[src/rtl/fwd_hazard_ctrl.sv]
// fwd_hazard_ctrl: EX-stage operand forwarding selects, load-use stall/bubble,
// data-memory freeze, stall statistics and memory-wait watchdog.  Rev 1.0
`default_nettype none

module fwd_hazard_ctrl #(
    parameter int MAX_WAIT = 255,
    parameter int CNT_W    = 32
) (
    input  logic             Clk,
    input  logic             Rst_n,
    input  logic             en,
    input  logic             id_valid,
    input  logic [4:0]       id_rs,
    input  logic [4:0]       id_rt,
    input  logic [4:0]       ex_rs,
    input  logic [4:0]       ex_rt,
    input  logic [4:0]       ex_rd,
    input  logic             ex_regwrite,
    input  logic             ex_memread,
    input  logic             mem_ready,
    output logic [1:0]       fwd_a,
    output logic [1:0]       fwd_b,
    output logic             stall_if_id,
    output logic             bubble_ex,
    output logic             freeze,
    output logic [CNT_W-1:0] lu_stall_cnt,
    output logic [CNT_W-1:0] mem_wait_cnt,
    output logic             mem_timeout
);

    localparam int               WAIT_W   = $clog2(MAX_WAIT + 1);
    localparam logic [WAIT_W-1:0] WAIT_MAX = WAIT_W'(MAX_WAIT);

    logic [4:0]        r_mem_rd;
    logic              r_mem_regwrite;
    logic              r_mem_memread;
    logic [4:0]        r_wb_rd;
    logic              r_wb_regwrite;
    logic [WAIT_W-1:0] r_wait_cnt;
    logic [WAIT_W-1:0] w_wait_inc;
    logic [CNT_W-1:0]  r_lu_cnt;
    logic [CNT_W-1:0]  r_mw_cnt;
    logic              r_timeout;
    logic              w_advance;
    logic              w_lu;

    // EX/MEM wins over MEM/WB because it holds the younger result.
    function automatic logic [1:0] fwd_sel(
        input logic [4:0] src,
        input logic [4:0] m_rd,
        input logic       m_we,
        input logic [4:0] w_rd,
        input logic       w_we
    );
        if (m_we && (m_rd != 5'd0) && (m_rd == src))
            return 2'b10;
        else if (w_we && (w_rd != 5'd0) && (w_rd == src))
            return 2'b01;
        else
            return 2'b00;
    endfunction

    assign fwd_a = fwd_sel(ex_rs, r_mem_rd, r_mem_regwrite, r_wb_rd, r_wb_regwrite);
    assign fwd_b = fwd_sel(ex_rt, r_mem_rd, r_mem_regwrite, r_wb_rd, r_wb_regwrite);

    assign freeze      = r_mem_memread & ~mem_ready;
    assign w_advance   = en & ~freeze;
    assign w_lu        = id_valid & ex_memread & (ex_rd != 5'd0) &
                         ((ex_rd == id_rs) | (ex_rd == id_rt));
    assign stall_if_id = w_lu | freeze;
    assign bubble_ex   = w_lu & ~freeze;
    assign w_wait_inc  = r_wait_cnt + WAIT_W'(1);

    assign lu_stall_cnt = r_lu_cnt;
    assign mem_wait_cnt = r_mw_cnt;
    assign mem_timeout  = r_timeout;

    always_ff @(posedge Clk or negedge Rst_n) begin
        if (!Rst_n) begin
            r_mem_rd       <= 5'd0;
            r_mem_regwrite <= 1'b0;
            r_mem_memread  <= 1'b0;
            r_wb_rd        <= 5'd0;
            r_wb_regwrite  <= 1'b0;
        end else if (w_advance) begin
            r_mem_rd       <= ex_rd;
            r_mem_regwrite <= ex_regwrite;
            r_mem_memread  <= ex_memread;
            r_wb_rd        <= r_mem_rd;
            r_wb_regwrite  <= r_mem_regwrite;
        end
    end

    always_ff @(posedge Clk or negedge Rst_n) begin
        if (!Rst_n) begin
            r_lu_cnt <= '0;
            r_mw_cnt <= '0;
        end else if (en) begin
            if (bubble_ex && (r_lu_cnt != '1))
                r_lu_cnt <= r_lu_cnt + CNT_W'(1);
            if (freeze && (r_mw_cnt != '1))
                r_mw_cnt <= r_mw_cnt + CNT_W'(1);
        end
    end

    // Timeout is raised on the same edge the wait count lands on MAX_WAIT.
    always_ff @(posedge Clk or negedge Rst_n) begin
        if (!Rst_n) begin
            r_wait_cnt <= '0;
            r_timeout  <= 1'b0;
        end else if (en) begin
            if (!freeze) begin
                r_wait_cnt <= '0;
            end else if (r_wait_cnt != WAIT_MAX) begin
                r_wait_cnt <= w_wait_inc;
                if (w_wait_inc == WAIT_MAX)
                    r_timeout <= 1'b1;
            end
        end
    end

endmodule

`default_nettype wire

[config.mk]
export PLATFORM = sky130hd
export DESIGN_NAME = fwd_hazard_ctrl
export DESIGN_NICKNAME = d
export VERILOG_FILES = /design/src/rtl/fwd_hazard_ctrl.sv
export SDC_FILE = /design/constraint.sdc
export NUM_CORES = 1
export LEC_CHECK = 0
export BUFFER_PORTS_ARGS = -buffer_cell sky130_fd_sc_hd__buf_2
export CAP_MARGIN = 10
export CORE_UTILIZATION = 45
export CTS_BUF_LIST = sky130_fd_sc_hd__clkbuf_4 sky130_fd_sc_hd__clkbuf_8
export DETAILED_ROUTE_END_ITERATION = 8
export GPL_ROUTABILITY_DRIVEN = 0
export MAX_ROUTING_LAYER = met4
export PLACE_DENSITY = 0.68
export SYNTH_ARGS = -nofsm -noshare
export SYNTH_HDL_FRONTEND = slang
export SYNTH_SLANG_ARGS = --single-unit
[constraint.sdc]
create_clock -name Clk -period 3.2 [get_ports Clk]
set_input_delay 0.64 -clock Clk [delete_from_list [all_inputs] [get_ports Clk]]
set_output_delay 0.64 -clock Clk [all_outputs]
set_load 0.05 [all_outputs]
==> flow_summary.toml, run 1 <==
[setup_path]
reg2reg_depth = 6
cp_max_fo = 5
startpoint_type = "register"
r2r_end = "lu_stall_cnt[1]"
r2r-start = "lu_stall_cnt[0]"
critPathCaptureType = "output port"
worst-setup-path-type = "register to output port"
crit_arrival_ps = 2310
crit_required_ps = 2560
rrSetupSlack_ps = 940

[pwr]
leakage_nw = 2.65
internal_power_mw = 1.63
swShare_pct = 33.2
p_total_mw = 2.44
power_density_mw_per_mm2 = 453
power_frac_comb_pct = 20.4
ir_drop_mv = 0.521
power_frac_seq_pct = 52.2
power.switching_mw = 0.812
clock_power_share_pct = 27.4

[place]
portBuffers = 103
dpl.hpwl_microns = 7580
dpl.cell_count = 674

[finish]
layout-drive-gt1-share_pct = 27.9
regArea_sq_mm = 0.00215
num_antenna_cells = 0
fin_nets = 588
fillers = 922
multi_input_area_sq_mm = 0.00234
final_cells = 688
syn_to_final_growth_pct = 19.1

[sta]
finalSetupTns_ps = 0
tightest_slew_ps = 666
period_needed_ps = 2950
max_freq_mhz = 339
hold_viol = 0
clock_skew_ps = 10.7
fin_crit_sh_pct = 92.3
grt_setup_unrepaired = "no"
setup_viol = 0
relSlewSlack_pct = 55.6
finalMaxSlewViolations = 0

[clock_network]
ctsHoldBuffers = 0
cts_sinks = 86
cts_buffer_depth = 2
cts.repair.resized = 0
cts_tree = "done"
cts_made_buffers = 9
clk_latency_ps = 350
cts_setup_buffers = 0
path_clk_slew_ps = 90
h-tree-depth = 3
cts-root-buf = "clkbuf_8"

[global_routing]
first_global_vias = 3437
overflow = 0
grt_max_degree = 52
grt.total_usage_pct = 20.8
grt_pass1_wl_microns = 16400
antenna_found_initial = 0

[detailed_routing]
route.detailed.drc = 0
drt_iter0_markers = 117
vias_per_cell = 5.37
vias = 3697
ant_nets = 0
dr.pass1.iters = 4
wl_per_cell_microns = 14.8
wl_microns = 10200

[die]
rows = 36
io_pins = 104
die_x_microns = 102
die_area_sq_mm = 0.0105
coreArea_sq_mm = 0.00977
die_h_microns = 102
initial_utilization_pct = 46.3

[hold_path]
hold_path_class = "primary input to asynchronous set/reset pin"

[logic_synthesis]
syn_nets = 478
synth_area_sq_mm = 0.00453
yosys-top-cells-area = "dfrtp_1 (48%), xnor2_1 (10%), xor2_1 (7.5%)"
netlist.top_cell.by_area = "dfrtp_1"
seq_area_frac_synth_pct = 47.5
yosys_warnings = 0
syn_avg_cell_area_sq_um = 10.2
syn_inst = 442
yosys_register_bits = 86
yosysUniqueCellTypes = 44
yosysTopAreaCellShare_pct = 47.5

[status]
status = "completed"

[run]
drv_cap = 0
metrics by stage:
stage	setup WS [ps]	cell area, sq um	hold slack [ps]	util, %
2_1_floorplan	124	4550	344	-
3_3_place_gp	665	5230	440	53.5
3_5_place_dp	626	5230	448	53.5
4_1_cts	233	5400	345	55.2
5_1_grt	119	5400	361	55.2
6_report	247	5400	322	55.2
cells by family (layout without fill, tap and decap cells):
group           count (synthesis)  count (layout)  synth area share (%)
buf+inv                        14             127                  1.27
mux                            17              17                  4.20
compound gates                 22              22                  2.90
flops                          86              86                  47.5
fa+ha+maj                       4               4                  1.11
xor+xnor                       93              93                  18.1
simple gates                  206             206                  24.9
final cells by class:
| class | instances | share of cell area (%) |
|---|---|---|
| flip-flops and latches | 86 | 39.9 |
| repair buffers | 107 | 10.2 |
| inverters | 6 | 0.417 |
| clock buffers | 10 | 2.55 |
| multi-input cells | 342 | 43.5 |
| clock inverters | 4 | 0.464 |
| well taps | 133 | 3.08 |
worst max-delay path by stage:
stage / startpoint / slack, ps / cells past startpoint / endpoint
after floorplan: r_mem_rd[1] / 120 / 4 / fwd_a[0]
after global routing: r_mem_rd[1] / 120 / 5 / fwd_a[0]
final: r_mem_rd[1] / 250 / 5 / fwd_b[0]
after detailed placement: r_mem_rd[1] / 630 / 5 / fwd_b[0]
after global placement: r_mem_rd[1] / 670 / 5 / fwd_b[0]
after CTS: r_mem_rd[1] / 230 / 5 / fwd_b[0]
sequential cells by signal, indices dropped and copies added, names as in the netlist:
register        flops
r_mem_memread       1
r_wait_cnt          8
lu_stall_cnt       32
mem_timeout         1
mem_wait_cnt       32
r_wb_regwrite       1
r_mem_regwrite      1
r_mem_rd            5
r_wb_rd             5
worst max-delay path, cell delays in order (launching register included):
cell	delay, ps
dfrtp_1	440
or4_1	520
o21ai_0	320
nor4_2	120
nor4_2	270
buf_2	300
power by group through the flow:
| stage | clock network, mW | logic (mW) | registers, mW |
|---|---|---|---|
| 2_1_floorplan | 0 | 0.232 | 1.40 |
| 3_3_place_gp | 0 | 0.492 | 1.29 |
| 3_5_place_dp | 0 | 0.501 | 1.30 |
| 4_1_cts | 0.695 | 0.503 | 1.27 |
| 5_1_grt | 0.738 | 0.538 | 1.29 |
| 6_report | 0.670 | 0.497 | 1.28 |
metal layers:
| metal | global-route usage [%] | vias to the layer above | share of wire [%] |
|---|---|---|---|
| li1 | - | 1763 | - |
| met2 | 32.4 | 102 | 47 |
| met1 | 27.0 | 1812 | 46 |
| met5 | - | - | 0 |
| met3 | 3.08 | 20 | 4.8 |
| met4 | 9.34 | 0 | 2.4 |
synthesized netlist by cell type:
cell type  instances
o311a_1            1
mux2i_1            1
and2_1             4
or3b_1             1
and4_1             5
o21ai_0           13
a21boi_1           1
dfrtp_1           86
clkbuf_1           4
mux2_2            16
nor4_1            14
or4b_1             1
a21oi_1            2
nand3b_1           2
xnor2_1           53
xor2_2             1
a21o_1             1
and3_1            18
or4_1              4
nand4_2            1
nand2b_2           1
or3_1              3
nand3_1           37
nor3_2             1
o22ai_2            1
nor4_4             1
nor2_2             1
ha_1               4
inv_1              6
o21ai_1            2
nand4_1           19
nand4_4            1
a31o_2             1
buf_2              4
nor3b_1            1
nand3_2            1
or2_1              1
nand2_2            1
nor3_1            10
nor2_1            31
nand2_1           44
and2_4             2
xor2_1            39
and4_4             1
cell usage in the layout (no fill, tap or decap), drive strengths merged:
cell      netlist  routed
a21boi          1       1
a21o            1       1
a21oi           2       2
a31o            1       1
and2            6       6
and3           18      18
and4            6       6
buf             4     107
clkbuf          4      10
clkinv          0       2
clkinvlp        0       2
dfrtp          86      86
ha              4       4
inv             6       6
mux2           16      16
mux2i           1       1
nand2          45      45
nand2b          1       1
nand3          38      38
nand3b          2       2
nand4          21      21
nor2           32      32
nor3           11      11
nor3b           1       1
nor4           15      15
o21ai          15      15
o22ai           1       1
o311a           1       1
or2             1       1
or3             3       3
or3b            1       1
or4             4       4
or4b            1       1
xnor2          53      53
xor2           40      40
Note: power is estimated with default switching activity, not from simulation.
==> run 2: changes to the inputs <==
==> config.mk (replaced) <==
export PLATFORM = sky130hd
export DESIGN_NAME = fwd_hazard_ctrl
export DESIGN_NICKNAME = d
export VERILOG_FILES = /design/src/rtl/fwd_hazard_ctrl.sv
export SDC_FILE = /design/constraint.sdc
export NUM_CORES = 1
export LEC_CHECK = 0
export CAP_MARGIN = 10
export CORE_UTILIZATION = 45
export CTS_BUF_LIST = sky130_fd_sc_hd__clkbuf_4 sky130_fd_sc_hd__clkbuf_8
export DETAILED_ROUTE_END_ITERATION = 8
export DONT_BUFFER_PORTS = 1
export GPL_ROUTABILITY_DRIVEN = 0
export MAX_ROUTING_LAYER = met4
export SYNTH_ARGS = -nofsm -noshare
export SYNTH_HDL_FRONTEND = slang
export SYNTH_SLANG_ARGS = --single-unit
==> constraint.sdc (replaced) <==
create_clock -name Clk -period 3.2 [get_ports Clk]
set_input_delay 0.16 -clock Clk [delete_from_list [all_inputs] [get_ports Clk]]
set_output_delay 0.16 -clock Clk [all_outputs]
set_load 0.05 [all_outputs]
==> run 2 against run 1 <==
- combinational power decreased by 10%
- via count decreased by 8.5%
- largest power group unchanged
- clock power increased by 17%
- non-clock buffer count decreased by 72
- sequential power about the same
- worst hold slack got worse by 110 ps
- flip-flop and latch count unchanged
- sequential share of layout area increased by 1.6 points
- highest routed layer unchanged
==> flow_summary.toml, run 2 (same netlist as run 1, synthesis figures left out) <==
[setup_path]
crit_arrival_ps = 2490
critPathCaptureType = "output port"
reg2reg_depth = 6
rrSetupSlack_ps = 710
crit_path_max_incr_delay_ps = 510
crit_required_ps = 3040
r2r-start = "lu_stall_cnt[1]"
startpoint_type = "register"
cp_max_fo = 5
worst-setup-path-type = "register to output port"
r2r_end = "lu_stall_cnt[22]"
crit_path_cell_trace = "or4_1 > o21ai_0 > nor4_2 > buf_4 > nor4_2 > buf_4"
cp_slowest_cell = "or4_1"

[place]
portBuffers = 0
dpl.hpwl_microns = 7200

[finish]
final_core_util_pct = 53.1
fin_nets = 516
final_common_cell = "dfrtp_1"
fillers = 891
mostFrequentLayoutCells = "dfrtp_1 (86), xnor2_1 (53), nand2_1 (44)"
syn_to_final_growth_pct = 14.6
num_antenna_cells = 0
layout-drive-gt1-share_pct = 15.9

[die]
rows = 36
die_x_microns = 102
io_pins = 104
initial_utilization_pct = 46.3
die_area_sq_mm = 0.0105
coreArea_sq_mm = 0.00977
die_h_microns = 102

[detailed_routing]
vias_per_cell = 5.47
ant_nets = 0
dr.pass1.iters = 4
drt_iter0_markers = 103
wl_met1_microns = 4300
wl_per_cell_microns = 16.1
wl_microns = 9920
dr_wl_met3_microns = 742
highest_layer = "met4"
vias = 3381
route.met2.wl_microns = 4760
route.detailed.drc = 0

[global_routing]
antenna_found_initial = 0
first_global_vias = 3267
grt_max_degree = 87
grt_pass1_wl_microns = 16000
grt.total_usage_pct = 20.8
overflow = 0

[run]
drv_cap = 0

[sta]
max_freq_mhz = 377
finalSetupTns_ps = 0
finalMaxSlewViolations = 0
tightest_slew_ps = 878
hold_viol = 0
setup_viol = 0
relSlewSlack_pct = 41.3
fin_crit_sh_pct = 82.8
period_needed_ps = 2650
clock_skew_ps = 5.90
grt_setup_unrepaired = "no"

[pwr]
power_frac_seq_pct = 51.3
power_frac_comb_pct = 17.7
clock_power_share_pct = 31.0
leakage_nw = 2.34
ir_drop_mv = 0.450
power_density_mw_per_mm2 = 488
swShare_pct = 31.3
internal_power_mw = 1.74
power.switching_mw = 0.793

[clock_network]
cts_tree = "done"
cts_sinks = 86
cts.repair.resized = 0
cts_buffer_depth = 2
cts-root-buf = "clkbuf_8"
clk_latency_ps = 360
h-tree-depth = 3
cts_made_buffers = 9
path_clk_slew_ps = 80

[status]
status = "completed"

[hold_path]
worstHoldEndpoint = "r_wait_cnt[0]"
holdPathStages = 3
hold_path_class = "primary input to register"
hp-start = "en"
## run 2: changes by cell type in the layout (fill, tap and decap cells not counted), sizes merged
cell | previous run | this run
bufinv | 0 | 1
buf | 107 | 27
clkinvlp | 2 | 0
clkinv | 2 | 3
dlygate4sd3 | 0 | 8
clkbuf | 10 | 12
## run 2: power groups by stage
stage                     logic [mW]  clock network, mW  registers [mW]
after floorplan                0.224                  0            1.40
after global placement         0.409                  0            1.32
after detailed placement       0.417                  0            1.32
after CTS                      0.454              0.812            1.30
after global routing           0.491              0.866            1.31
final                          0.447              0.787            1.30
## run 2: per-stage QoR
stage / instances / cell area [sq um] / setup WS, ps / hold WS [ps] / power [mW]
2_1_floorplan: 442 / 4530 / 41.2 / -136 / 1.62
3_5_place_dp: 593 / 4880 / 722 / -132 / 1.74
3_3_place_gp: 593 / 4880 / 804 / -132 / 1.73
6_report: 618 / 5190 / 551 / 209 / 2.53
4_1_cts: 618 / 5190 / 513 / 186 / 2.57
5_1_grt: 618 / 5190 / 349 / 222 / 2.67
## run 2: final cells by class
cell class / count / area (sq um) / area share (%)
Clock buffer: 12 / 159 / 3.06
Clock inverter: 4 / 45.0 / 0.867
Inverter: 6 / 22.5 / 0.434
Multi-Input combinational cell: 342 / 2340 / 45.2
Sequential cell: 86 / 2150 / 41.4
Tap cell: 133 / 166 / 3.20
Timing Repair Buffer: 35 / 303 / 5.83
## run 2: repair_timing
item,in CTS,in global routing
setup buffers,0,0
endpoints found under the hold margin,93,0
hold buffers,9,0
## run 2: worst max path at each step
| stage | end | slack, ps | startpoint |
|---|---|---|---|
| after detailed placement | lu_stall_cnt[22] | 720 | lu_stall_cnt[1] |
| after CTS | fwd_b[0] | 510 | r_mem_rd[1] |
| after floorplan | fwd_a[0] | 40 | r_mem_rd[4] |
| final | fwd_b[0] | 550 | r_mem_rd[2] |
| after global routing | fwd_a[0] | 350 | r_mem_rd[1] |
| after global placement | mem_wait_cnt[13] | 800 | mem_wait_cnt[26] |
## run 2: metal layers
layer | GRT usage [%] | up-vias
met5 | - | -
met3 | 6.43 | 12
met4 | 7.14 | 0
li1 | - | 1629
met1 | 25.3 | 1637
met2 | 32.6 | 103
## run 2: worst max-delay path, delay by kind of cell (launching register included)
kind / cells / cell delay [ps]
flops: 1 / 460
buf+inv: 2 / 440
compound gates: 1 / 340
simple gates: 3 / 880
==> run 3: changes to the inputs <==
==> constraint.sdc (replaced) <==
create_clock -name Clk -period 2.2 [get_ports Clk]
set_input_delay 0.11 -clock Clk [delete_from_list [all_inputs] [get_ports Clk]]
set_output_delay 0.11 -clock Clk [all_outputs]
set_load 0.05 [all_outputs]
==> run 3 against run 2 <==
- the run now ends with setup timing left
- sequential share of layout area is 3.3 points lower
- highest routed layer unchanged
- first-iteration DRC count grew 0.97%
- flip-flop and latch count is the same
- cell count up 8.4%
==> flow_summary.toml, run 3 (same netlist as run 1, synthesis figures left out) <==
[status]
status = "complete, but fails checks"
violations = "setup timing"

[clock_network]
cts-root-buf = "clkbuf_8"
cts_buffer_depth = 2
clk_latency_ps = 350
cts_made_buffers = 9
h-tree-depth = 3
cts_tree = "done"
cts_sinks = 86
path_clk_slew_ps = 90

[sta]
clock_skew_ps = 11.5
max_freq_mhz = 451
worst_slack_ps = -16.0
period_needed_ps = 2220
relSlewSlack_pct = 56.3
fin_crit_sh_pct = 101
hold_viol = 0
finalMaxSlewViolations = 0
tightest_slew_ps = 651
grt_setup_unrepaired = "yes"
setup_viol = 1

[setup_path]
crit_arrival_ps = 2110
worst-setup-path-type = "register to output port"
rrSetupSlack_ps = 200
startpoint_type = "register"
critPathCaptureType = "output port"
cp_max_fo = 4
r2r-start = "r_wait_cnt[0]"
cp-endpoint = "fwd_b[0]"
reg2reg_depth = 6
cp-startpoint = "r_wb_rd[2]"
crit_required_ps = 2090
r2r_end = "r_wait_cnt[3]"

[hold_path]
hold_path_class = "primary input to register"

[place]
portBuffers = 0
dpl.cell_count = 641
dpl.hpwl_microns = 7720

[pwr]
ir_drop_mv = 0.728
power_density_mw_per_mm2 = 689
leakage_nw = 2.62
p_total_mw = 3.90

[finish]
final_common_cell = "dfrtp_1"
multi_input_area_sq_mm = 0.00238
regArea_sq_mm = 0.00216
syn_to_final_growth_pct = 24.9
mostFrequentLayoutCells = "dfrtp_1 (82), buf_4 (78), xnor2_1 (53)"
layout-drive-gt1-share_pct = 25.5
fin_nets = 570
fillers = 873
final_cells = 670
num_antenna_cells = 0

[detailed_routing]
ant_nets = 0
vias_per_cell = 5.45
drt_iter0_markers = 104
route.detailed.drc = 0
wl_microns = 10600
wl_per_cell_microns = 15.9
dr.pass1.iters = 5
vias = 3650

[global_routing]
first_global_vias = 3545
antenna_found_initial = 0
grt.total_usage_pct = 21.8
grt_pass1_wl_microns = 17000
grt_max_degree = 87
overflow = 0

[run]
drv_cap = 0

[die]
die_h_microns = 102
die_x_microns = 102
coreArea_sq_mm = 0.00977
initial_utilization_pct = 46.3
rows = 36
io_pins = 104
die_area_sq_mm = 0.0105
## run 3: worst min path at each step
stage | start | to | cells after the start
after floorplan | Rst_n | lu_stall_cnt[0] | 0
after global placement | Rst_n | r_wb_rd[1] | 0
after detailed placement | Rst_n | r_wb_rd[1] | 0
after CTS | en | r_wait_cnt[7] | 3
after global routing | en | r_wait_cnt[1] | 3
final | en | r_wait_cnt[7] | 3
## run 3: stage by stage
step | setup WS, ps | hold WS (ps) | utilization (%) | setup TNS [ps] | instance area (sq um)
3_3_place_gp | 219 | -182 | 54.0 | 0 | 5270
3_5_place_dp | 145 | -182 | 54.0 | 0 | 5270
2_1_floorplan | -37.3 | -186 | - | -37.3 | 4570
4_1_cts | -8.60 | 143 | 57.4 | -8.60 | 5610
5_1_grt | -107 | 52.9 | 57.9 | -144 | 5660
6_report | -16.0 | 47.9 | 57.9 | -16.0 | 5660
## run 3: what timing repair did
| item | CTS | global route |
|---|---|---|
| gates resized for setup | 3 | 5 |
| endpoints found under the setup margin | 2 | 7 |
| hold endpoints to repair | 93 | 0 |
| hold buffers | 9 | 0 |
| pin swaps | 0 | 3 |
| buffers inserted | 2 | 4 |
## run 3: critical path: stages (launching register included)
cell,delay [ps]
dfrtp_1,430
or4_1,160
o21ai_0,120
or4_4,570
nor4_4,280
buf_6,190
## run 3: layout make-up
class / count / area share (%)
inverters: 6 / 0.398
repair buffers: 89 / 12.8
clock inverters: 4 / 1.28
multi-input cells: 342 / 42.0
well taps: 133 / 2.94
flip-flops and latches: 86 / 38.1
clock buffers: 10 / 2.43
## run 3: per-layer routing
metal | wire length (microns) | up-vias | global-route usage, % | part of all wire [%]
li1 | - | 1737 | - | -
met1 | 4680 | 1799 | 27.4 | 44
met2 | 5130 | 101 | 34.7 | 48
met3 | 673 | 13 | 4.65 | 6.3
met4 | 158 | 0 | 8.02 | 1.5
met5 | 0 | - | - | 0
## run 3: report_power, final
group          internal (mW)  switching, mW
Combinational          0.335          0.546
Sequential              1.69          0.106
Clock                  0.657          0.563
